$ cat src/rtl/logic_ops_pkg.sv
// Shared definitions for the logic-op issue stage.
//   WIDTH   : default operand/result width
//   OP_*    : 3-bit opcodes understood by LogicalOps
//   req_t   : queued request record {op, chain, a, b}
package logic_ops_pkg;
  localparam int WIDTH = 16;

  localparam logic [2:0] OP_AND  = 3'b000;
  localparam logic [2:0] OP_OR   = 3'b001;
  localparam logic [2:0] OP_NOT  = 3'b010;
  localparam logic [2:0] OP_XOR  = 3'b011;
  localparam logic [2:0] OP_NAND = 3'b100;
  localparam logic [2:0] OP_NOR  = 3'b101;
  localparam logic [2:0] OP_XNOR = 3'b110;
  localparam logic [2:0] OP_TWOS = 3'b111;

  typedef struct packed {
    logic [2:0]       op;
    logic             chain;
    logic [WIDTH-1:0] a;
    logic [WIDTH-1:0] b;
  } req_t;
endpackage

$ cat src/rtl/LogicalOps.sv
// Combinational 16-bit logic unit.
//   a_i, b_i : operands (b_i ignored by NOT and 2s complement)
//   op_i     : opcode from logic_ops_pkg
//   y_o      : result
module LogicalOps
  import logic_ops_pkg::*;
#(
  parameter int WIDTH = logic_ops_pkg::WIDTH
) (
  input  logic [WIDTH-1:0] a_i,
  input  logic [WIDTH-1:0] b_i,
  input  logic [2:0]       op_i,
  output logic [WIDTH-1:0] y_o
);
  always_comb begin
    y_o = '0;
    unique case (op_i)
      OP_AND:  y_o = a_i & b_i;
      OP_OR:   y_o = a_i | b_i;
      OP_NOT:  y_o = ~a_i;
      OP_XOR:  y_o = a_i ^ b_i;
      OP_NAND: y_o = ~(a_i & b_i);
      OP_NOR:  y_o = ~(a_i | b_i);
      OP_XNOR: y_o = ~(a_i ^ b_i);
      OP_TWOS: y_o = ~a_i + WIDTH'(1);
      default: y_o = '0;
    endcase
  end
endmodule

$ cat src/rtl/logic_req_fifo.sv
// Synchronous request FIFO with asynchronous active-high reset.
//   push_i/din_i : write at tail (ignored when full)
//   pop_i        : drop head (ignored when empty)
//   dout_o       : head entry
//   count_o      : occupancy, 0..DEPTH
module logic_req_fifo #(
  parameter int DW    = 8,
  parameter int DEPTH = 4,
  localparam int PW   = $clog2(DEPTH),
  localparam int CW   = PW + 1
) (
  input  logic          clk,
  input  logic          reset,
  input  logic          push_i,
  input  logic [DW-1:0] din_i,
  input  logic          pop_i,
  output logic [DW-1:0] dout_o,
  output logic [CW-1:0] count_o
);
  logic [DW-1:0] mem [DEPTH];
  logic [PW-1:0] wr_ptr_q, rd_ptr_q;
  logic [CW-1:0] count_q, count_d;
  logic          do_push, do_pop;

  assign do_push = push_i && (count_q < CW'(DEPTH));
  assign do_pop  = pop_i  && (count_q != '0);

  always_comb begin
    count_d = count_q;
    if (do_push && !do_pop) count_d = count_q + CW'(1);
    if (!do_push && do_pop) count_d = count_q - CW'(1);
  end

  // DEPTH is a power of two, so pointers wrap by natural overflow.
  always_ff @(posedge clk or posedge reset) begin
    if (reset) begin
      wr_ptr_q <= '0;
      rd_ptr_q <= '0;
      count_q  <= '0;
    end else begin
      if (do_push) wr_ptr_q <= wr_ptr_q + PW'(1);
      if (do_pop)  rd_ptr_q <= rd_ptr_q + PW'(1);
      count_q <= count_d;
    end
  end

  // Payload storage needs no reset; count gates every read.
  always_ff @(posedge clk) begin
    if (do_push) mem[wr_ptr_q] <= din_i;
  end

  assign dout_o  = mem[rd_ptr_q];
  assign count_o = count_q;
endmodule

$ cat src/rtl/logic_op_issue.sv
// Buffered issue/retire stage around LogicalOps.
//   in_*       : request handshake {op, a, b, chain}
//   out_*      : registered result + zero/neg/parity flags, valid/ready
//   count      : queued requests, not counting the result register
// A chained request replaces A with acc, the result of the previously
// issued request, regardless of whether that result has drained.
module logic_op_issue
  import logic_ops_pkg::*;
#(
  parameter int WIDTH = logic_ops_pkg::WIDTH,
  parameter int DEPTH = 4
) (
  input  logic                   clk,
  input  logic                   reset,
  input  logic                   in_valid,
  output logic                   in_ready,
  input  logic [WIDTH-1:0]       in_a,
  input  logic [WIDTH-1:0]       in_b,
  input  logic [2:0]             in_op,
  input  logic                   in_chain,
  output logic                   out_valid,
  input  logic                   out_ready,
  output logic [WIDTH-1:0]       out_result,
  output logic                   out_zero,
  output logic                   out_neg,
  output logic                   out_parity,
  output logic [$clog2(DEPTH):0] count
);
  localparam int CW = $clog2(DEPTH) + 1;

  req_t             push_req, head;
  logic [CW-1:0]    cnt;
  logic             push, issue;
  logic [WIDTH-1:0] op_a, res;

  logic             out_valid_q;
  logic [WIDTH-1:0] result_q, acc_q;
  logic             zero_q, neg_q, parity_q;

  assign push_req = '{op: in_op, chain: in_chain, a: in_a, b: in_b};
  assign in_ready = (cnt < CW'(DEPTH));
  assign push     = in_valid && in_ready;
  // Only entries already in the FIFO can issue, so a push into an
  // empty queue waits a cycle.
  assign issue    = (cnt != '0) && (!out_valid_q || out_ready);

  logic_req_fifo #(.DW($bits(req_t)), .DEPTH(DEPTH)) u_fifo (
    .clk     (clk),
    .reset   (reset),
    .push_i  (push),
    .din_i   (push_req),
    .pop_i   (issue),
    .dout_o  (head),
    .count_o (cnt)
  );

  assign op_a = head.chain ? acc_q : head.a;

  LogicalOps #(.WIDTH(WIDTH)) u_ops (
    .a_i  (op_a),
    .b_i  (head.b),
    .op_i (head.op),
    .y_o  (res)
  );

  always_ff @(posedge clk or posedge reset) begin
    if (reset) begin
      out_valid_q <= 1'b0;
      result_q    <= '0;
      zero_q      <= 1'b1;
      neg_q       <= 1'b0;
      parity_q    <= 1'b0;
      acc_q       <= '0;
    end else if (issue) begin
      out_valid_q <= 1'b1;
      result_q    <= res;
      zero_q      <= (res == '0);
      neg_q       <= res[WIDTH-1];
      parity_q    <= ^res;
      acc_q       <= res;
    end else if (out_ready) begin
      out_valid_q <= 1'b0;
    end
  end

  assign out_valid  = out_valid_q;
  assign out_result = result_q;
  assign out_zero   = zero_q;
  assign out_neg    = neg_q;
  assign out_parity = parity_q;
  assign count      = cnt;
endmodule

$ cat config.mk
export PLATFORM = sky130hd
export DESIGN_NAME = logic_op_issue
export DESIGN_NICKNAME = d
export VERILOG_FILES = /design/src/rtl/logic_ops_pkg.sv /design/src/rtl/LogicalOps.sv /design/src/rtl/logic_req_fifo.sv /design/src/rtl/logic_op_issue.sv
export SDC_FILE = /design/constraint.sdc
export NUM_CORES = 1
export LEC_CHECK = 0
export BUFFER_PORTS_ARGS = -buffer_cell sky130_fd_sc_hd__buf_2
export CAP_MARGIN = 10
export CORE_MARGIN = 2
export CORE_UTILIZATION = 40
export DETAILED_ROUTE_END_ITERATION = 8
export GPL_ROUTABILITY_DRIVEN = 0
export PLACE_DENSITY = 0.58
export SLEW_MARGIN = 5
export SYNTH_ARGS = -nofsm -noshare
export SYNTH_HDL_FRONTEND = slang
export SYNTH_SLANG_ARGS = --single-unit
$ cat constraint.sdc
create_clock -name clk -period 6.59 [get_ports clk]
set_input_delay 1.6475 -clock clk [delete_from_list [all_inputs] [get_ports clk]]
set_output_delay 1.6475 -clock clk [all_outputs]
set_load 0.05 [all_outputs]
==> results.toml, run 1 <==
[run_status]
status = "finished clean"

[critical_path]
cp_top_family = "simple AND/OR/NAND/NOR gates"
start_kind = "flop"
crit_arrival_ns = 4.86
slowest_delay_ns = 0.89
cpMostUsedCell = "xnor2_1"
critical_path_required_ns = 6.89
crit_path_end_kind = "flop"
worstPathCellList = "mux4_2, nor4b_1, o211ai_4, or4_1, a21oi_1, o22ai_1, ha_1, xnor2_1, xnor2_1, xnor2_1, o21ai_0"
path_buf_inv = 0
worstPathMaxFanout = 20
crit_path_top_delay_cell = "mux4_2"
criticalPathCategory = "flop to flop"

[cts]
clock_latency_ns = 0.43
cts_resized = 0
ctsHtreeMaxLevel = 4
cts.sinks = 170
cts_setup_buffers = 0
cts_tree = "done"
root_buffer = "clkbuf_16"
hold_buffers = 0
clkTransAtPathRegs_ns = 0.06
clockBufferDepth = 2
cts_made_buffers = 17

[global_route]
grt_max_degree = 43
grt_usage_pct = 18.5
grt_pass1_vias = 5537
grt_antenna_before_repair = 0
gr-total-overflow = 0
grt_pass1_wl_um = 31100

[synth]
ys_warn_count = 0
ys.flop_type = "edfxtp_1"
synth_top_area_share_pct = 49.9
yosysMostFrequentCell = "edfxtp_1"
synth_edf_count = 144
ys_seq_area_share_pct = 57.4
ys_seq_elements = 170
synthTopCellsByCount = "edfxtp_1, ha_1, nand2_1, inv_1, o21ai_0"
synth_area_per_cell_um2 = 14.1
async_flop_share_pct = 15.3
syn_inst = 615
netlist_area_um2 = 8670
synth_cell_types = 65
ys_top_cells_by_area = "edfxtp_1, mux4_2, dfrtp_1"
yosysTopAreaCell = "edfxtp_1"
syn_nets = 702

[final_layout]
num-fill-cells = 1879
synthToLayoutAreaGrowth_pct = 12.6
nNetsFinal = 754
diodes = 0
drive_above_1_share_pct = 23.6

[sta]
relSlewSlack_pct = 27.6
worstMarginPinSlew_ns = 1.09
clock.fmax_mhz = 219
maxSlewViolCount = 0
hold_viol_final = 0
setup_tns_ns = 0
setup_viol = 0
min_period_ns = 4.56
rsz0062_at_grt = "no"
skew_ns = 0.00682
fin_crit_sh_pct = 69.1

[placement]
port_buffers = 63
dp_hpwl_um = 13000

[detailed_routing]
drt-vias-per-instance = 5.54
antenna_left = 0
vias = 5278
avgRoutedWirePerCell_um = 20.8
drtPass1Iterations = 5
drt_wl_total_um = 19800
drc = 0
drt_iter0_drc = 355

[floorplan]
core_um2 = 21200
initial_utilization_pct = 41.0
die_w_um = 151
pin_count = 64
rows = 53
die_area_um2 = 22900
fp.dieH_um = 151

[hold_path]
hp-class = "flop to flop"

[job]
drv_cap = 0
==> flip-flops by register name, summed over array words and instances, names as in the netlist <==
register         flops
out_parity           1
u_fifo.mem         144
acc_q               16
u_fifo.wr_ptr_q      2
u_fifo.rd_ptr_q      2
u_fifo.count_o       3
out_zero             1
out_valid            1
==> worst min-delay path: cells and delay by family, from the launching register on <==
family,cells,cell delay (ns)
AOI/OAI and AO/OA,1,0.06
DFF,1,0.38
and+or+nand+nor,1,0.06
==> metrics by stage <==
stage	instances	hold slack (ns)	setup slack [ns]	area (um^2)	util [%]
after floorplan	615	0.580	2.61	8670	-
after global placement	923	0.473	2.04	9190	43.4
after detailed placement	923	0.479	2.00	9190	43.4
after CTS	953	0.498	1.98	9760	46.1
after global routing	953	0.518	1.71	9760	46.1
final	953	0.493	2.03	9760	46.1
==> cells in the final DEF, fill, tap and decap left out, drive strengths merged, types with 2 or more instances in the layout <==
cell type,count
ha,46
o21ai,48
xnor2,31
o31ai,2
mux4,36
o2bb2ai,2
nand3,5
o211a,2
a21oi,9
nand2,46
o211ai,15
clkbuf,18
o221ai,2
clkinv,2
mux2i,26
o21a,2
a221oi,3
edfxtp,144
o2111ai,2
a22oi,8
dfrtp,25
nor4,6
a211oi,2
a31oi,5
and2,5
o22ai,5
o311a,3
bufinv,2
nor2b,4
nor3,8
or3,3
clkinvlp,3
inv,49
mux2,3
xor2,2
nor2,18
nand4,3
buf,67
==> area by class of cell <==
class	instances	area [um^2]	share of cell area (%)
clock inverter	12	143	1.46
timing repair buffer	67	345	3.54
tap	275	344	3.52
sequential	170	4980	51.0
multi-input combinational	367	3360	34.4
inverter	44	165	1.69
clock buffer	18	429	4.40
==> cells by family after synthesis <==
| kind of cell | after synthesis | share of synthesized area, % |
|---|---|---|
| DFF | 170 | 57.4 |
| AOI/OAI and AO/OA | 119 | 9.29 |
| and+or+nand+nor | 103 | 5.83 |
| buffers and inverters | 78 | 3.98 |
| muxes | 65 | 13.3 |
| adders and majority gates | 47 | 6.87 |
| xor gates and xnor gates | 33 | 3.33 |
==> path summary, 6_finish.rpt <==
check | endpoint | slack, ns | start | cells past startpoint
min | out_zero$_DFFE_PP1P_ | 0.49 | out_zero$_DFFE_PP1P_ | 2
max reg2reg | out_parity$_DFFE_PP0P_ | 2.03 | u_fifo.rd_ptr_q[0]$_DFFE_PP0P_ | 11
max | out_parity$_DFFE_PP0P_ | 2.03 | u_fifo.rd_ptr_q[0]$_DFFE_PP0P_ | 11
min in group asynchronous | acc_q[7]$_DFFE_PP0P_ | 1.28 | reset | 3
min reg2reg | out_zero$_DFFE_PP1P_ | 0.49 | out_zero$_DFFE_PP1P_ | 2
max in group asynchronous | out_zero$_DFFE_PP1P_ | 4.98 | reset | 3
==> per-layer routing <==
metal / up-vias / GRT usage, % / share of wire [%]
met5: - / 0 / 0
li1: 2442 / - / -
met4: 0 / 6.73 / 2.2
met2: 123 / 31.0 / 50
met3: 27 / 4.64 / 4.0
met1: 2686 / 23.2 / 44
Power of run 1 is not shown: default switching activity piles up to over one toggle a cycle in this logic, so the estimate is an artifact.
==> run 2: changes to the inputs <==
- ABC_AREA: unset -> 1
- clock period: 6.59 -> 4.8 ns (I/O delays scaled with it)
==> run 2 against run 1 <==
  * Core utilization shrank 0.19 points
  * Final cell count grew 41%
  * Clock skew grew 0.0077 ns
  * Non-clock buffer count grew 11
  * Hold slack gained 0.0051 ns
  * Critical path depth grew 6
  * Sequential share of layout area shrank 3.0 points
  * Design area grew 6.3%
  * Critical endpoint unchanged
==> results.toml, run 2 <==
[sta]
clock.fmax_mhz = 275
fin_crit_sh_pct = 75.8
setup_viol = 0
hold_viol_final = 0
maxSlewViolCount = 0
rsz0062_at_grt = "no"
worstMarginPinSlew_ns = 0.851
setup_tns_ns = 0
relSlewSlack_pct = 43.1
skew_ns = 0.0145
setup_slack_ns = 1.16
min_period_ns = 3.64

[critical_path]
r2r-start = "u_fifo.rd_ptr_q[0]$_DFFE_PP0P_"
start_kind = "flop"
worstPathMaxFanout = 70
crit_arrival_ns = 3.94
critical_path_required_ns = 5.10
r2r_setup_slack_ns = 1.16
crit_path_end_kind = "flop"
r2r_cells = 17
timing.rr.end = "out_parity$_DFFE_PP0P_"
criticalPathCategory = "flop to flop"

[final_layout]
synthToLayoutAreaGrowth_pct = 13.2
num-fill-cells = 2160
largest_register_ffs = 144
final_common_cell = "nand2_1"
nNetsFinal = 1128
design_area_um2 = 10400
diodes = 0
drive_above_1_share_pct = 14.6
largest_register = "u_fifo.mem"
layout_common_cells = "nand2_1, edfxtp_1, nand3_1"

[synth]
ys_seq_elements = 170
yosysMostFrequentCell = "nand2_1"
netlist_area_um2 = 9160
ys_top_cells_by_area = "edfxtp_1, nand2_1, dfrtp_1"
synth_cell_types = 41
syn_inst = 987
syn_nets = 1074
synth_area_per_cell_um2 = 9.28
async_flop_share_pct = 15.3
synthTopCellsByCount = "nand2_1, edfxtp_1, nand3_1, inv_1, nor2_1"
ys.flop_type = "edfxtp_1"
ys_seq_area_share_pct = 54.3
synth_top_area_share_pct = 47.2
yosysTopAreaCell = "edfxtp_1"
synth_edf_count = 144
ys_warn_count = 0

[floorplan]
core_um2 = 22600
rows = 55
pin_count = 64
fp.dieH_um = 155
die_area_um2 = 24100
die_w_um = 155
initial_utilization_pct = 40.6

[detailed_routing]
avgRoutedWirePerCell_um = 17.8
vias = 7109
drt_wl_total_um = 23800
antenna_left = 0
drtPass1Iterations = 5
drt_iter0_drc = 554
drc = 0
drt-vias-per-instance = 5.31

[cts]
clockBufferDepth = 2
cts_tree = "done"
clock_latency_ns = 0.45
cts_setup_buffers = 0
cts.sinks = 170
root_buffer = "clkbuf_16"
ctsHtreeMaxLevel = 4
hold_buffers = 0
cts_made_buffers = 17
cts_resized = 0
clkTransAtPathRegs_ns = 0.08

[global_route]
grt_pass1_vias = 6579
gr-total-overflow = 0
grt_max_degree = 71
grt_pass1_wl_um = 36800
grt_usage_pct = 20.2
grt_antenna_before_repair = 0

[run_status]
status = "finished clean"

[placement]
port_buffers = 63
dp_slack_ns = 1.19
dp_hpwl_um = 16200
place_area_um2 = 9740

[hold_path]
hp-start = "u_fifo.count_o[0]$_DFFE_PP0P_"
worstHoldEndpoint = "u_fifo.count_o[0]$_DFFE_PP0P_"
holdPathStages = 1
hp-class = "flop to flop"

[job]
drv_cap = 0
==> run 2: cell count changes after synthesis, moves of 14 or more <==
cell	change
nand2_1	+308
mux4_2	-36
a21oi_1	+20
a32oi_1	+15
o21ai_0	-21
xnor2_1	-25
nand3_1	+76
nor2_1	+30
inv_1	+14
mux2i_1	-17
==> run 2: final cells by class <==
class	instances	area, um^2	area share [%]
flip-flops and latches	170	4980	48.0
well taps	285	357	3.44
inverters	67	251	2.42
clock buffers	17	425	4.10
multi-input cells	707	3730	36.0
clock inverters	15	204	1.97
repair buffers	78	428	4.12
==> run 2: critical path, stage by stage (launching register included) <==
cell	delay (ns)
dfrtp_2	0.43
buf_4	0.60
nand2_1	0.10
nand3_1	0.13
nand2_2	0.11
nor2_2	0.15
nand2_1	0.36
inv_1	0.27
nand2_1	0.07
o211ai_1	0.10
nor2_1	0.06
o21ai_1	0.11
nand2_1	0.08
ha_1	0.29
xor2_1	0.18
xnor2_1	0.22
xnor2_1	0.14
o21ai_0	0.08
==> run 2: cells by family after synthesis <==
kind of cell | after synthesis | share of synthesized area, %
xor gates and xnor gates | 11 | 1.05
buffers and inverters | 110 | 5.29
adders and majority gates | 47 | 6.50
DFF | 170 | 54.3
AOI/OAI and AO/OA | 102 | 7.05
and+or+nand+nor | 547 | 25.8
==> run 2: layer usage <==
metal / GRT usage [%] / part of all wire [%] / up-vias
met3: 3.70 / 5.4 / 48
met4: 8.78 / 2.8 / 0
met5: 0 / 0 / -
met1: 26.6 / 45 / 3384
li1: - / - / 3469
met2: 32.7 / 47 / 208
==> run 2: metrics by stage <==
| stage | hold WS, ns | std cells | utilization (%) |
|---|---|---|---|
| 2_1_floorplan | 0.557 | 987 | - |
| 4_1_cts | 0.497 | 1339 | 46.0 |
| 6_report | 0.498 | 1339 | 46.0 |
| 5_1_grt | 0.513 | 1339 | 46.0 |
| 3_3_place_gp | 0.478 | 1307 | 43.2 |
| 3_5_place_dp | 0.487 | 1307 | 43.2 |
==> run 2: worst max-delay path by stage <==
| stage | from | end | depth (start not counted) |
|---|---|---|---|
| after CTS | u_fifo.rd_ptr_q[0]$_DFFE_PP0P_ | out_parity$_DFFE_PP0P_ | 17 |
| after global routing | u_fifo.rd_ptr_q[0]$_DFFE_PP0P_ | out_parity$_DFFE_PP0P_ | 20 |
| after global placement | u_fifo.rd_ptr_q[0]$_DFFE_PP0P_ | out_parity$_DFFE_PP0P_ | 14 |
| after detailed placement | u_fifo.rd_ptr_q[0]$_DFFE_PP0P_ | out_parity$_DFFE_PP0P_ | 17 |
| after floorplan | in_valid | u_fifo.mem[0][0]$_DFFE_PP_ | 2 |
| final | u_fifo.rd_ptr_q[0]$_DFFE_PP0P_ | out_parity$_DFFE_PP0P_ | 17 |
Power of run 2 is left out for the same reason.
==> run 3: changes to the inputs <==
- PLACE_DENSITY: 0.58 -> 0.6
- clock period: 4.8 -> 3.3 ns (I/O delays scaled with it)
==> run 3 against run 2 <==
  * Register-to-register slack worse by 1.1 ns
  * Sequential cell count unchanged
  * Hold slack worse by 0.072 ns
  * Design area up 7.4%
  * Sequential share of layout area shrank 3.3 points
  * Critical endpoint unchanged
==> results.toml, run 3 (synthesized netlist as in run 2, its figures left out) <==
[detailed_routing]
wl_met2_um = 12000
wl_met1_um = 11200
antenna_left = 0
highest_layer = "met4"
drt-vias-per-instance = 5.29
drc = 0
drtPass1Iterations = 5
avgRoutedWirePerCell_um = 18.2
drt_iter0_drc = 574
drt_wl_total_um = 25300
vias = 7363
wl_met3_um = 1170

[global_route]
grt_max_degree = 47
grt_pass1_wl_um = 37100
gr-total-overflow = 0
grt_usage_pct = 20.3
grt_antenna_before_repair = 0
grt_pass1_vias = 6735

[final_layout]
drive_above_1_share_pct = 21.4
nNetsFinal = 1180
diodes = 0
largest_register_ffs = 144
synthToLayoutAreaGrowth_pct = 21.6
num-fill-cells = 2043
regArea_um2 = 4980
layout_common_cells = "nand2_1, edfxtp_1, nand3_1"
final_util_pct = 49.4
multi_input_area_um2 = 3960
largest_register = "u_fifo.mem"
final_common_cell = "nand2_1"

[sta]
fin_crit_sh_pct = 98.2
hold_viol_final = 0
worstMarginPinSlew_ns = 0.625
rsz0062_at_grt = "yes"
relSlewSlack_pct = 58.3
setup_viol = 0
whs_ns = 0.426
clock.fmax_mhz = 309
min_period_ns = 3.24
skew_ns = 0.00980
maxSlewViolCount = 0

[cts]
cts_made_buffers = 17
ctsHtreeMaxLevel = 4
hold_buffers = 0
clkTransAtPathRegs_ns = 0.07
clockBufferDepth = 2
cts_tree = "done"
root_buffer = "clkbuf_16"
clock_latency_ns = 0.44
cts.sinks = 170

[floorplan]
initial_utilization_pct = 40.6
core_um2 = 22600
die_area_um2 = 24100
fp.dieH_um = 155
die_w_um = 155
pin_count = 64
rows = 55

[critical_path]
start_kind = "flop"
crit_arrival_ns = 3.56
crit_path_end_kind = "flop"
criticalPathCategory = "flop to flop"
critical_path_required_ns = 3.62
worstPathMaxFanout = 19

[job]
drv_cap = 0

[placement]
port_buffers = 63
dp_hpwl_um = 16500

[run_status]
status = "finished clean"

[hold_path]
hp-class = "primary input to async pin"
==> run 3: final timing paths <==
kind                                                     start  slack (ns)                       endpoint  depth (start not counted)
worst min-delay path                                     reset        0.43  u_fifo.count_o[0]$_DFFE_PP0P_                          2
max in group asynchronous                                reset        2.24          acc_q[12]$_DFFE_PP0P_                          3
min in group clk                          out_zero$_DFFE_PP1P_        0.50           out_zero$_DFFE_PP1P_                          2
worst min register to register            out_zero$_DFFE_PP1P_        0.50           out_zero$_DFFE_PP1P_                          2
worst max-delay path            u_fifo.rd_ptr_q[0]$_DFFE_PP0P_        0.06         out_parity$_DFFE_PP0P_                         17
worst max register to register  u_fifo.rd_ptr_q[0]$_DFFE_PP0P_        0.06         out_parity$_DFFE_PP0P_                         17
==> run 3: final cells by class <==
cell class	count	area share [%]
Sequential cell	170	44.7
Clock buffer	17	3.82
Timing Repair Buffer	128	8.84
Clock inverter	15	1.57
Tap cell	285	3.20
Multi-Input combinational cell	709	35.5
Inverter	67	2.35
==> run 3: stage by stage <==
stage | instance area (um^2) | TNS (ns) | instances | setup WS [ns]
after global placement | 10000 | -0.0111 | 1338 | -0.0111
after CTS | 10700 | 0 | 1370 | 0.00894
after floorplan | 9160 | 0 | 987 | 0.0108
after detailed placement | 10000 | -0.0715 | 1338 | -0.0715
after global routing | 11100 | -0.127 | 1391 | -0.127
final | 11100 | 0 | 1391 | 0.0593
==> run 3: timing repair <==
item,in CTS,in global routing
pin swaps,0,13
setup endpoints to repair,1,1
setup buffers,0,16
cloned,0,5
resized for setup,4,55
==> run 3: critical path: stages (launching register included) <==
cell	delay, ns
dfrtp_2	0.50
inv_8	0.12
buf_12	0.12
clkbuf_16	0.18
nand2_1	0.09
a32oi_2	0.22
buf_4	0.17
inv_1	0.04
ha_1	0.28
o211ai_1	0.21
nor2_1	0.06
o21ai_1	0.10
nand2_1	0.09
ha_1	0.32
xor2_2	0.20
xnor2_2	0.18
xnor2_1	0.15
o21ai_1	0.07
==> run 3: metal layers <==
layer  GRT usage, %  vias up
li1               -     3569
met1           26.4     3506
met2           33.3      245
met3           3.82       43
met4           8.91        0
met5              0        -
Power of run 3 is left out for the same reason.
